**src/rtl/mips_ctrl_pkg.sv**
```systemverilog
// Shared types and codes for the multi-cycle MIPS control unit.
// Opcodes, FSM state encoding, mux select codes and control word.
package mips_ctrl_pkg;

  localparam logic [5:0] OP_RTYPE = 6'h00;
  localparam logic [5:0] OP_LW    = 6'h23;
  localparam logic [5:0] OP_SW    = 6'h2B;
  localparam logic [5:0] OP_BEQ   = 6'h04;
  localparam logic [5:0] OP_J     = 6'h02;
  localparam logic [5:0] OP_ADDI  = 6'h08;

  typedef enum logic [3:0] {
    S_FETCH     = 4'd0,
    S_DECODE    = 4'd1,
    S_MEM_ADDR  = 4'd2,
    S_MEM_RD    = 4'd3,
    S_MEM_WB    = 4'd4,
    S_MEM_WR    = 4'd5,
    S_R_EXEC    = 4'd6,
    S_R_WB      = 4'd7,
    S_BRANCH    = 4'd8,
    S_JUMP      = 4'd9,
    S_ADDI_EXEC = 4'd10,
    S_ADDI_WB   = 4'd11
  } state_t;

  localparam logic [1:0] SRCB_RT     = 2'b00;
  localparam logic [1:0] SRCB_FOUR   = 2'b01;
  localparam logic [1:0] SRCB_IMM    = 2'b10;
  localparam logic [1:0] SRCB_IMM_SH = 2'b11;

  localparam logic [1:0] ALU_ADD   = 2'b00;
  localparam logic [1:0] ALU_SUB   = 2'b01;
  localparam logic [1:0] ALU_FUNCT = 2'b10;

  localparam logic [1:0] PC_ALU    = 2'b00;
  localparam logic [1:0] PC_ALUOUT = 2'b01;
  localparam logic [1:0] PC_JUMP   = 2'b10;

  typedef struct packed {
    logic       pc_write;
    logic       ir_write;
    logic       iord;
    logic       mem_read;
    logic       mem_write;
    logic       mem_to_reg;
    logic       reg_dst;
    logic       reg_write;
    logic       alu_src_a;
    logic [1:0] alu_src_b;
    logic [1:0] alu_op;
    logic [1:0] pc_source;
    logic       instr_done;
  } ctrl_t;

  function automatic logic is_mem_state(input state_t s);
    return (s == S_FETCH) || (s == S_MEM_RD) || (s == S_MEM_WR);
  endfunction

  function automatic logic op_legal(input logic [5:0] op);
    return (op == OP_RTYPE) || (op == OP_LW) || (op == OP_SW) ||
           (op == OP_BEQ) || (op == OP_J) || (op == OP_ADDI);
  endfunction

endpackage

```
**src/rtl/mips_ctrl_outdec.sv**
```systemverilog
// Control word decoder for the multi-cycle MIPS sequencer.
// Pure combinational: state plus mem_ready/zero qualification.
module mips_ctrl_outdec
  import mips_ctrl_pkg::*;
(
  input  state_t state_i,
  input  logic   mem_ready_i,
  input  logic   zero_i,
  output ctrl_t  ctrl_o
);

  // Per-state control word; unlisted fields stay 0.
  always_comb begin
    ctrl_o = '0;
    case (state_i)
      S_FETCH: begin
        ctrl_o.mem_read  = 1'b1;
        ctrl_o.alu_src_b = SRCB_FOUR;
        ctrl_o.alu_op    = ALU_ADD;
        ctrl_o.pc_source = PC_ALU;
        ctrl_o.ir_write  = mem_ready_i;
        ctrl_o.pc_write  = mem_ready_i;
      end
      S_DECODE: begin
        ctrl_o.alu_src_b = SRCB_IMM_SH;
        ctrl_o.alu_op    = ALU_ADD;
      end
      S_MEM_ADDR, S_ADDI_EXEC: begin
        ctrl_o.alu_src_a = 1'b1;
        ctrl_o.alu_src_b = SRCB_IMM;
        ctrl_o.alu_op    = ALU_ADD;
      end
      S_MEM_RD: begin
        ctrl_o.mem_read = 1'b1;
        ctrl_o.iord     = 1'b1;
      end
      S_MEM_WB: begin
        ctrl_o.reg_write  = 1'b1;
        ctrl_o.mem_to_reg = 1'b1;
        ctrl_o.instr_done = 1'b1;
      end
      S_MEM_WR: begin
        ctrl_o.mem_write  = 1'b1;
        ctrl_o.iord       = 1'b1;
        ctrl_o.instr_done = mem_ready_i;
      end
      S_R_EXEC: begin
        ctrl_o.alu_src_a = 1'b1;
        ctrl_o.alu_src_b = SRCB_RT;
        ctrl_o.alu_op    = ALU_FUNCT;
      end
      S_R_WB: begin
        ctrl_o.reg_write  = 1'b1;
        ctrl_o.reg_dst    = 1'b1;
        ctrl_o.instr_done = 1'b1;
      end
      S_ADDI_WB: begin
        ctrl_o.reg_write  = 1'b1;
        ctrl_o.instr_done = 1'b1;
      end
      S_BRANCH: begin
        ctrl_o.alu_src_a  = 1'b1;
        ctrl_o.alu_src_b  = SRCB_RT;
        ctrl_o.alu_op     = ALU_SUB;
        ctrl_o.pc_source  = PC_ALUOUT;
        ctrl_o.pc_write   = zero_i;
        ctrl_o.instr_done = 1'b1;
      end
      S_JUMP: begin
        ctrl_o.pc_source  = PC_JUMP;
        ctrl_o.pc_write   = 1'b1;
        ctrl_o.instr_done = 1'b1;
      end
      default: ctrl_o = '0;
    endcase
  end

endmodule

```
**src/rtl/mips_multicycle_ctrl.sv**
```systemverilog
// Multi-cycle MIPS sequencer: state register, next state, wait counter.
// Outputs are forced low while reset is held so no strobe leaks out.
module mips_multicycle_ctrl
  import mips_ctrl_pkg::*;
#(
  parameter int unsigned MAX_WAIT = 255
) (
  input  logic       clk,
  input  logic       rst_n,
  input  logic [5:0] opcode,
  input  logic       zero,
  input  logic       mem_ready,
  output logic       pc_write,
  output logic       ir_write,
  output logic       iord,
  output logic       mem_read,
  output logic       mem_write,
  output logic       mem_to_reg,
  output logic       reg_dst,
  output logic       reg_write,
  output logic       alu_src_a,
  output logic [1:0] alu_src_b,
  output logic [1:0] alu_op,
  output logic [1:0] pc_source,
  output logic       instr_done,
  output logic       illegal_op,
  output logic       mem_timeout
);

  state_t     state_q, state_d;
  logic [7:0] cnt_q, cnt_d;
  logic       timeout_q, timeout_d;
  logic       waiting;
  logic       illegal;
  ctrl_t      ctrl, ctrl_g;

  mips_ctrl_outdec u_outdec (
    .state_i     (state_q),
    .mem_ready_i (mem_ready),
    .zero_i      (zero),
    .ctrl_o      (ctrl)
  );

  // State, wait counter and sticky timeout registers.
  always_ff @(posedge clk or negedge rst_n) begin
    if (!rst_n) begin
      state_q   <= S_FETCH;
      cnt_q     <= 8'd0;
      timeout_q <= 1'b0;
    end else begin
      state_q   <= state_d;
      cnt_q     <= cnt_d;
      timeout_q <= timeout_d;
    end
  end

  // Next-state sequencing; mem_ready only matters in memory states.
  always_comb begin
    state_d = state_q;
    illegal = 1'b0;
    case (state_q)
      S_FETCH:  if (mem_ready) state_d = S_DECODE;
      S_DECODE: begin
        case (opcode)
          OP_LW, OP_SW: state_d = S_MEM_ADDR;
          OP_RTYPE:     state_d = S_R_EXEC;
          OP_BEQ:       state_d = S_BRANCH;
          OP_J:         state_d = S_JUMP;
          OP_ADDI:      state_d = S_ADDI_EXEC;
          default: begin
            state_d = S_FETCH;
            illegal = 1'b1;
          end
        endcase
      end
      S_MEM_ADDR:
        state_d = (opcode == OP_SW) ? S_MEM_WR : S_MEM_RD;
      S_MEM_RD:    if (mem_ready) state_d = S_MEM_WB;
      S_MEM_WB:    state_d = S_FETCH;
      S_MEM_WR:    if (mem_ready) state_d = S_FETCH;
      S_R_EXEC:    state_d = S_R_WB;
      S_R_WB:      state_d = S_FETCH;
      S_ADDI_EXEC: state_d = S_ADDI_WB;
      S_ADDI_WB:   state_d = S_FETCH;
      S_BRANCH:    state_d = S_FETCH;
      S_JUMP:      state_d = S_FETCH;
      default:     state_d = S_FETCH;
    endcase
  end

  // Count wait cycles; any non-wait cycle clears so entry starts at 0.
  always_comb begin
    waiting   = is_mem_state(state_q) && !mem_ready;
    cnt_d     = 8'd0;
    timeout_d = timeout_q;
    if (waiting) begin
      cnt_d = (cnt_q == 8'hFF) ? cnt_q : cnt_q + 8'd1;
      if (32'(cnt_d) >= MAX_WAIT) timeout_d = 1'b1;
    end
  end

  // Gate the control word with reset so an in-flight request drops at once.
  always_comb begin
    ctrl_g = rst_n ? ctrl : '0;
  end

  assign pc_write    = ctrl_g.pc_write;
  assign ir_write    = ctrl_g.ir_write;
  assign iord        = ctrl_g.iord;
  assign mem_read    = ctrl_g.mem_read;
  assign mem_write   = ctrl_g.mem_write;
  assign mem_to_reg  = ctrl_g.mem_to_reg;
  assign reg_dst     = ctrl_g.reg_dst;
  assign reg_write   = ctrl_g.reg_write;
  assign alu_src_a   = ctrl_g.alu_src_a;
  assign alu_src_b   = ctrl_g.alu_src_b;
  assign alu_op      = ctrl_g.alu_op;
  assign pc_source   = ctrl_g.pc_source;
  assign instr_done  = ctrl_g.instr_done;
  assign illegal_op  = rst_n & illegal;
  assign mem_timeout = timeout_q;

endmodule

```
**config.mk**
```make
export PLATFORM = sky130hd
export DESIGN_NAME = mips_multicycle_ctrl
export DESIGN_NICKNAME = d
export VERILOG_FILES = /design/src/rtl/mips_ctrl_pkg.sv /design/src/rtl/mips_ctrl_outdec.sv /design/src/rtl/mips_multicycle_ctrl.sv
export SDC_FILE = /design/constraint.sdc
export NUM_CORES = 1
export LEC_CHECK = 0
export ABC_AREA = 1
export CAP_MARGIN = 20
export CORE_MARGIN = 5
export CORE_UTILIZATION = 35
export DETAILED_ROUTE_END_ITERATION = 6
export PLACE_DENSITY = 0.66
export SLEW_MARGIN = 20
export SYNTH_ARGS = -nofsm -noshare
export SYNTH_HDL_FRONTEND = slang
export SYNTH_SLANG_ARGS = --single-unit
export TNS_END_PERCENT = 30
```
**constraint.sdc**
```tcl
create_clock -name clk -period 3.5 [get_ports clk]
set_input_delay 0.525 -clock clk [delete_from_list [all_inputs] [get_ports clk]]
set_output_delay 0.525 -clock clk [all_outputs]
set_load 0.03 [all_outputs]
```
Word-level counts from Yosys, hierarchy flattened
Cells that the tools add are included.
- bitwise logic cells: 1
- eq/ne operators: 20
- mux-type cells: 23
- add/subtract/negate cells: 1
- $lt $le $gt $ge: 1
- reduce and logical (&&, ||, !) cells: 16
- operator list (cell ; number):
    $pmux 4 s5 ; 2
    $pmux 4 s7 ; 1
    $eq 4x3->1 const B ; 4
    $eq 4x4->1 const B ; 4
    $mux 16 ; 1
    $mux 8 ; 2
    $eq 6x6->1 const B ; 2
    $mux 4 ; 3
    $mux 1 ; 10
    $add 8x1->8 const B ; 1
    $eq 4x2->1 const B ; 2
    $eq 8x8->1 const B ; 1
    $ge 8x8->1 const B ; 1
    $reduce_or 2->1 ; 4
    $eq 6x2->1 const B ; 1
    $eq 6x3->1 const B ; 1
    $eq 6x4->1 const B ; 1
    $logic_not 6->1 ; 1
    $ne 2x2->1 const B ; 3
    $reduce_or 6->1 ; 1
    $reduce_or 5->1 ; 1
    $eq 4x1->1 const B ; 1
    $logic_not 4->1 ; 1
    $pmux 2 s2 ; 1
    11 further kinds ; 12
- logic and storage cells: 65
- output and inout port bits: 18
- input port bits: 10
- flip-flop bits (word level): 13

Longest topological paths before layout
- word-level depth: 5
- gate-level depth with buffers: 11
- mapped depth without buffers: 11

Hierarchy
A second synthesis with hierarchy kept.
- cell total of the unflattened synthesis: 217
- area total of the unflattened synthesis: 1228.7 sq um
- by module, submodules not included (module ; sequential area each (sq um) ; cells each ; area an instance (sq um) ; times used):
    mips_multicycle_ctrl ; 325.3 ; 170 ; 1038.5 ; 1
    mips_ctrl_outdec ; 0.0 ; 47 ; 190.2 ; 1

Least setup slack after synthesis
Ideal clock, no wire load.
- kind: input to output
- from: in opcode[2]
- to: out illegal_op
- buffers on the path: 0
- data arrival time: 1.725 ns
- data required time: 2.975 ns
- cell stages on the path: 3
- slack: 1.250 ns
- cells stage by stage: xnor2_1 o21ai_0 nor4_1
- longest elaborated chain between the ends: 5
- elaborated cells on any way between the ends: 10
- ends and longest elaborated chain (what ; RTL line ; RTL):
    from (decl) ; mips_multicycle_ctrl.sv:10 ; input logic [5:0] opcode,
    $eq 6x6->1, or another cell as far along ; mips_multicycle_ctrl.sv:64 ; case (opcode)
    $reduce_or 6->1 (no line) (*) ; n/a ;
    $mux 1 (*) ; mips_multicycle_ctrl.sv:64 ;
    $mux 1 (*) ; mips_multicycle_ctrl.sv:61 ; case (state_q)
    $and 1x1->1 (*) ; mips_multicycle_ctrl.sv:120 ; assign illegal_op = rst_n & illegal;
    to (decl) ; mips_multicycle_ctrl.sv:26 ; output logic illegal_op,
Every way passes the cells marked *; elsewhere a longest branch is shown, timed or not.

Final worst setup path
Same ends and word-level chain as after synthesis.

==> flow_summary_export.csv <==
group,metric,value,unit
routing,wl_per_cell,11.2,um
critical_path,cp_common_cell,"clkdlybuf4s50_1",
sta,skew,0.0104,ns
clock_network,h-tree-depth,1,
placed_design,place_area,0.00138,mm^2
grt,grt-ovfl-total,0,
sta,timing.fmax,346,MHz
critical_path,crit_arrival,2.36,ns
critical_path,path_cells,"clkdlybuf4s50_1 > nor2_1 > nand3_1 > o21ai_0 > nor4_1 > clkdlybuf4s50_1",
placed_design,port_buffers,27,
floorplanning,start_util,36.0,%
clock_network,ctsResizeCount,0,
sta,worst_slack,0.613,ns
routing,drt_iter0_drc,60,
synth,syn-cell-area,0.00108,mm^2
synth,synth_compound_area_share,14.4,%
sta,rsz0062_at_grt,"no",
sta,min_period,2.89,ns
sta,fin_crit_sh,82.5,%
layout,fin_area,0.00141,mm^2
routing,ant_nets,0,
synth,syn-num-nets,180,
clock_network,clk_pin_slew_worst_paths,0.07,ns
floorplanning,core-area,0.00300,mm^2
synth,ys_ff_latch,13,
critical_path,worstSetupPathType,"input port to output pin",
routing,dr.pass1.iters,4,
synth,yosysTopAreaCell,"dfrtp_1",
floorplanning,die_w,65.5,um
synth,ys_top_cells_by_count,"nand2_1 (41), inv_1 (24), nor2_1 (24), nand3_1 (14), dfrtp_1 (13)",
layout,drive_above_1_share,10.6,%
layout,insertedDiodeCount,0,
sta,max_slew.worst_pin.slew,0.419,ns
placed_design,gp_congestion,0.791,
sta,report.final.slew_viol_count,0,
synth,synthAdderAreaFrac,1.16,%
synth,yosys.area_share.simple,40.7,%
synth,syn_area_per_cell,6.39,um^2
grt,grt_pass1_vias,1159,
sta,setup_viol,0,
critical_path,r2r_setup_slack,1.89,ns
clock_network,cts_made_buffers,3,
power,finalPower,0.727,mW
routing,via_per_inst,5.00,
synth,yosysTopAreaCellShare,30.1,%
worst_hold_path,min_path_type,"register to register",
sta,timing.final.hold_violations,0,
placed_design,dpl.hpwl,2150,um
layout,ff_latch_area,325,um^2
synth,synth_ff_type,"dfrtp_1",
layout,area_growth,30.6,%
sta,fin_tns_setup,0,ns
synth,synth-edff-count,0,
critical_path,cp.required,2.97,ns
synth,synth_cell_types,28,
critical_path,reg2reg_to,"mem_timeout",
synth,synth_top_family_by_area,"simple AND/OR/NAND/NOR gates",
layout,final_nets,211,
routing,drt-total-wl,2610,um
critical_path,cpMaxStageDelayCell,"clkdlybuf4s50_1",
routing,drc,0,
synth,netlist_instances,169,
synth,synth_most_common_cell,"nand2_1",
sta,slew_headroom,72.1,%
worst_hold_path,hp-start,"mem_timeout",
layout,fillers,328,
critical_path,crit_path_max_fanout,5,
critical_path,crit_path_start_kind,"input port",
grt,grt_max_degree,17,
power,p_per_area,516,mW/mm^2
clock_network,clk_path_buf_depth,2,
critical_path,crit_path_end_kind,"output pin",
synth,async_flop_share,100,%
placed_design,pre_cts_ws,0.600,ns
critical_path,reg2reg_depth,10,
clock_network,cts_root_buf,"clkbuf_4",
synth,synthMuxAreaShare,0,%
synth,yosysWarningCount,0,
worst_hold_path,min_to,"mem_timeout",
clock_network,cts_setup_buffers,0,
critical_path,slowest_delay,0.72,ns
sta,whs,0.471,ns
outcome,status,"finished clean",
grt,grt_pass1_wl,4670,um
job,cap_violations,0,
clock_network,cts_tree,"done",
floorplanning,ios,28,
synth,synth_xor_area_share,2.43,%
layout,multi_input_area,633,um^2
floorplanning,die_y,65.5,um
synth,synth_seq_area_share,30.1,%
grt,antenna_found_initial,0,
clock_network,cts_sinks,13,
clock_network,holdBufCountCts,0,
critical_path,r2r-start,"cnt_q[0]",
power,leakagePower,0.659,nW
floorplanning,dieArea,0.00430,mm^2
floorplanning,fp-row-count,20,
clock_network,clk_latency,0.28,ns
routing,vias,1159,
power,ir_drop,305,uV
synth,synth.area.top_cells,"dfrtp_1 (30%), nand2_1 (14%), inv_1 (8.3%), nor2_1 (8.3%), nand3_1 (6.5%)",
grt,grt_usage,13.7,%
worst_hold_path,hold_depth,2,
-- cells in the final DEF (no fill, tap or decap), drive strengths merged --
cell	count
nand3	14
nor3b	1
ha	1
clkinv	1
a31oi	4
nor2	28
inv	27
clkbuf	4
buf	1
clkdlybuf4s50	27
o211ai	1
nand3b	1
a21oi	11
nand2	48
xnor2	2
xor2	1
nor4	1
o2111ai	1
nor3	4
o21ai	8
dfrtp	13
-- worst max-delay path, delay by kind of cell --
kind	cells	cell delay [ns]
buf+inv	2	1.28
simple gates	3	0.43
compound gates	1	0.13
-- registers in the layout, indices dropped and copies added (netlist names) --
name         cells
state_q          4
mem_timeout      1
cnt_q            8
-- final cells by class --
cell class	count	share of cell area [%]
well taps	33	2.93
repair buffers	28	19.7
clock buffers	4	1.86
multi-input cells	126	44.9
flip-flops and latches	13	23.1
inverters	28	7.54
-- routing by layer --
layer | share of wire [%] | track usage [%] | up-vias
met5 | 0 | 0 | -
met3 | 3.6 | 3.25 | 2
met2 | 48 | 23.9 | 22
met4 | 1.2 | 5.96 | 0
li1 | - | - | 600
met1 | 47 | 15.7 | 535
-- power by group --
group          leakage [nW]  internal [mW]  switching [mW]  total (mW)
Clock                0.0150         0.0442          0.0484      0.0926
Sequential            0.173          0.174          0.0343       0.208
Combinational         0.471          0.152           0.274       0.427
Total                 0.659          0.370           0.357       0.727
-- kinds of logic (layout without fill, tap and decap cells) --
logic type,after synthesis,after routing
DFF,13,13
and+or+nand+nor,97,97
buffers and inverters,30,60
adders and majority gates,1,1
xor gates and xnor gates,3,3
AOI/OAI and AO/OA,25,25
-- per-stage QoR --
stage,instances,utilization [%]
after CTS,232,47.0
after floorplan,169,-
final,232,47.0
after global placement,228,46.1
after detailed placement,228,46.1
after global routing,232,47.0
-- how the worst max path moves through the flow --
| stage | from | end | slack (ns) | depth (start not counted) |
|---|---|---|---|---|
| 6_report | opcode[2] | illegal_op | 0.61 | 6 |
| 5_1_grt | opcode[2] | illegal_op | 0.47 | 6 |
| 4_1_cts | opcode[2] | illegal_op | 0.58 | 6 |
| 3_5_place_dp | opcode[2] | illegal_op | 0.60 | 6 |
| 3_3_place_gp | opcode[2] | illegal_op | 0.70 | 6 |
| 2_1_floorplan | opcode[2] | illegal_op | 1.25 | 3 |
No activity file was read; power rests on OpenSTA's default activity.
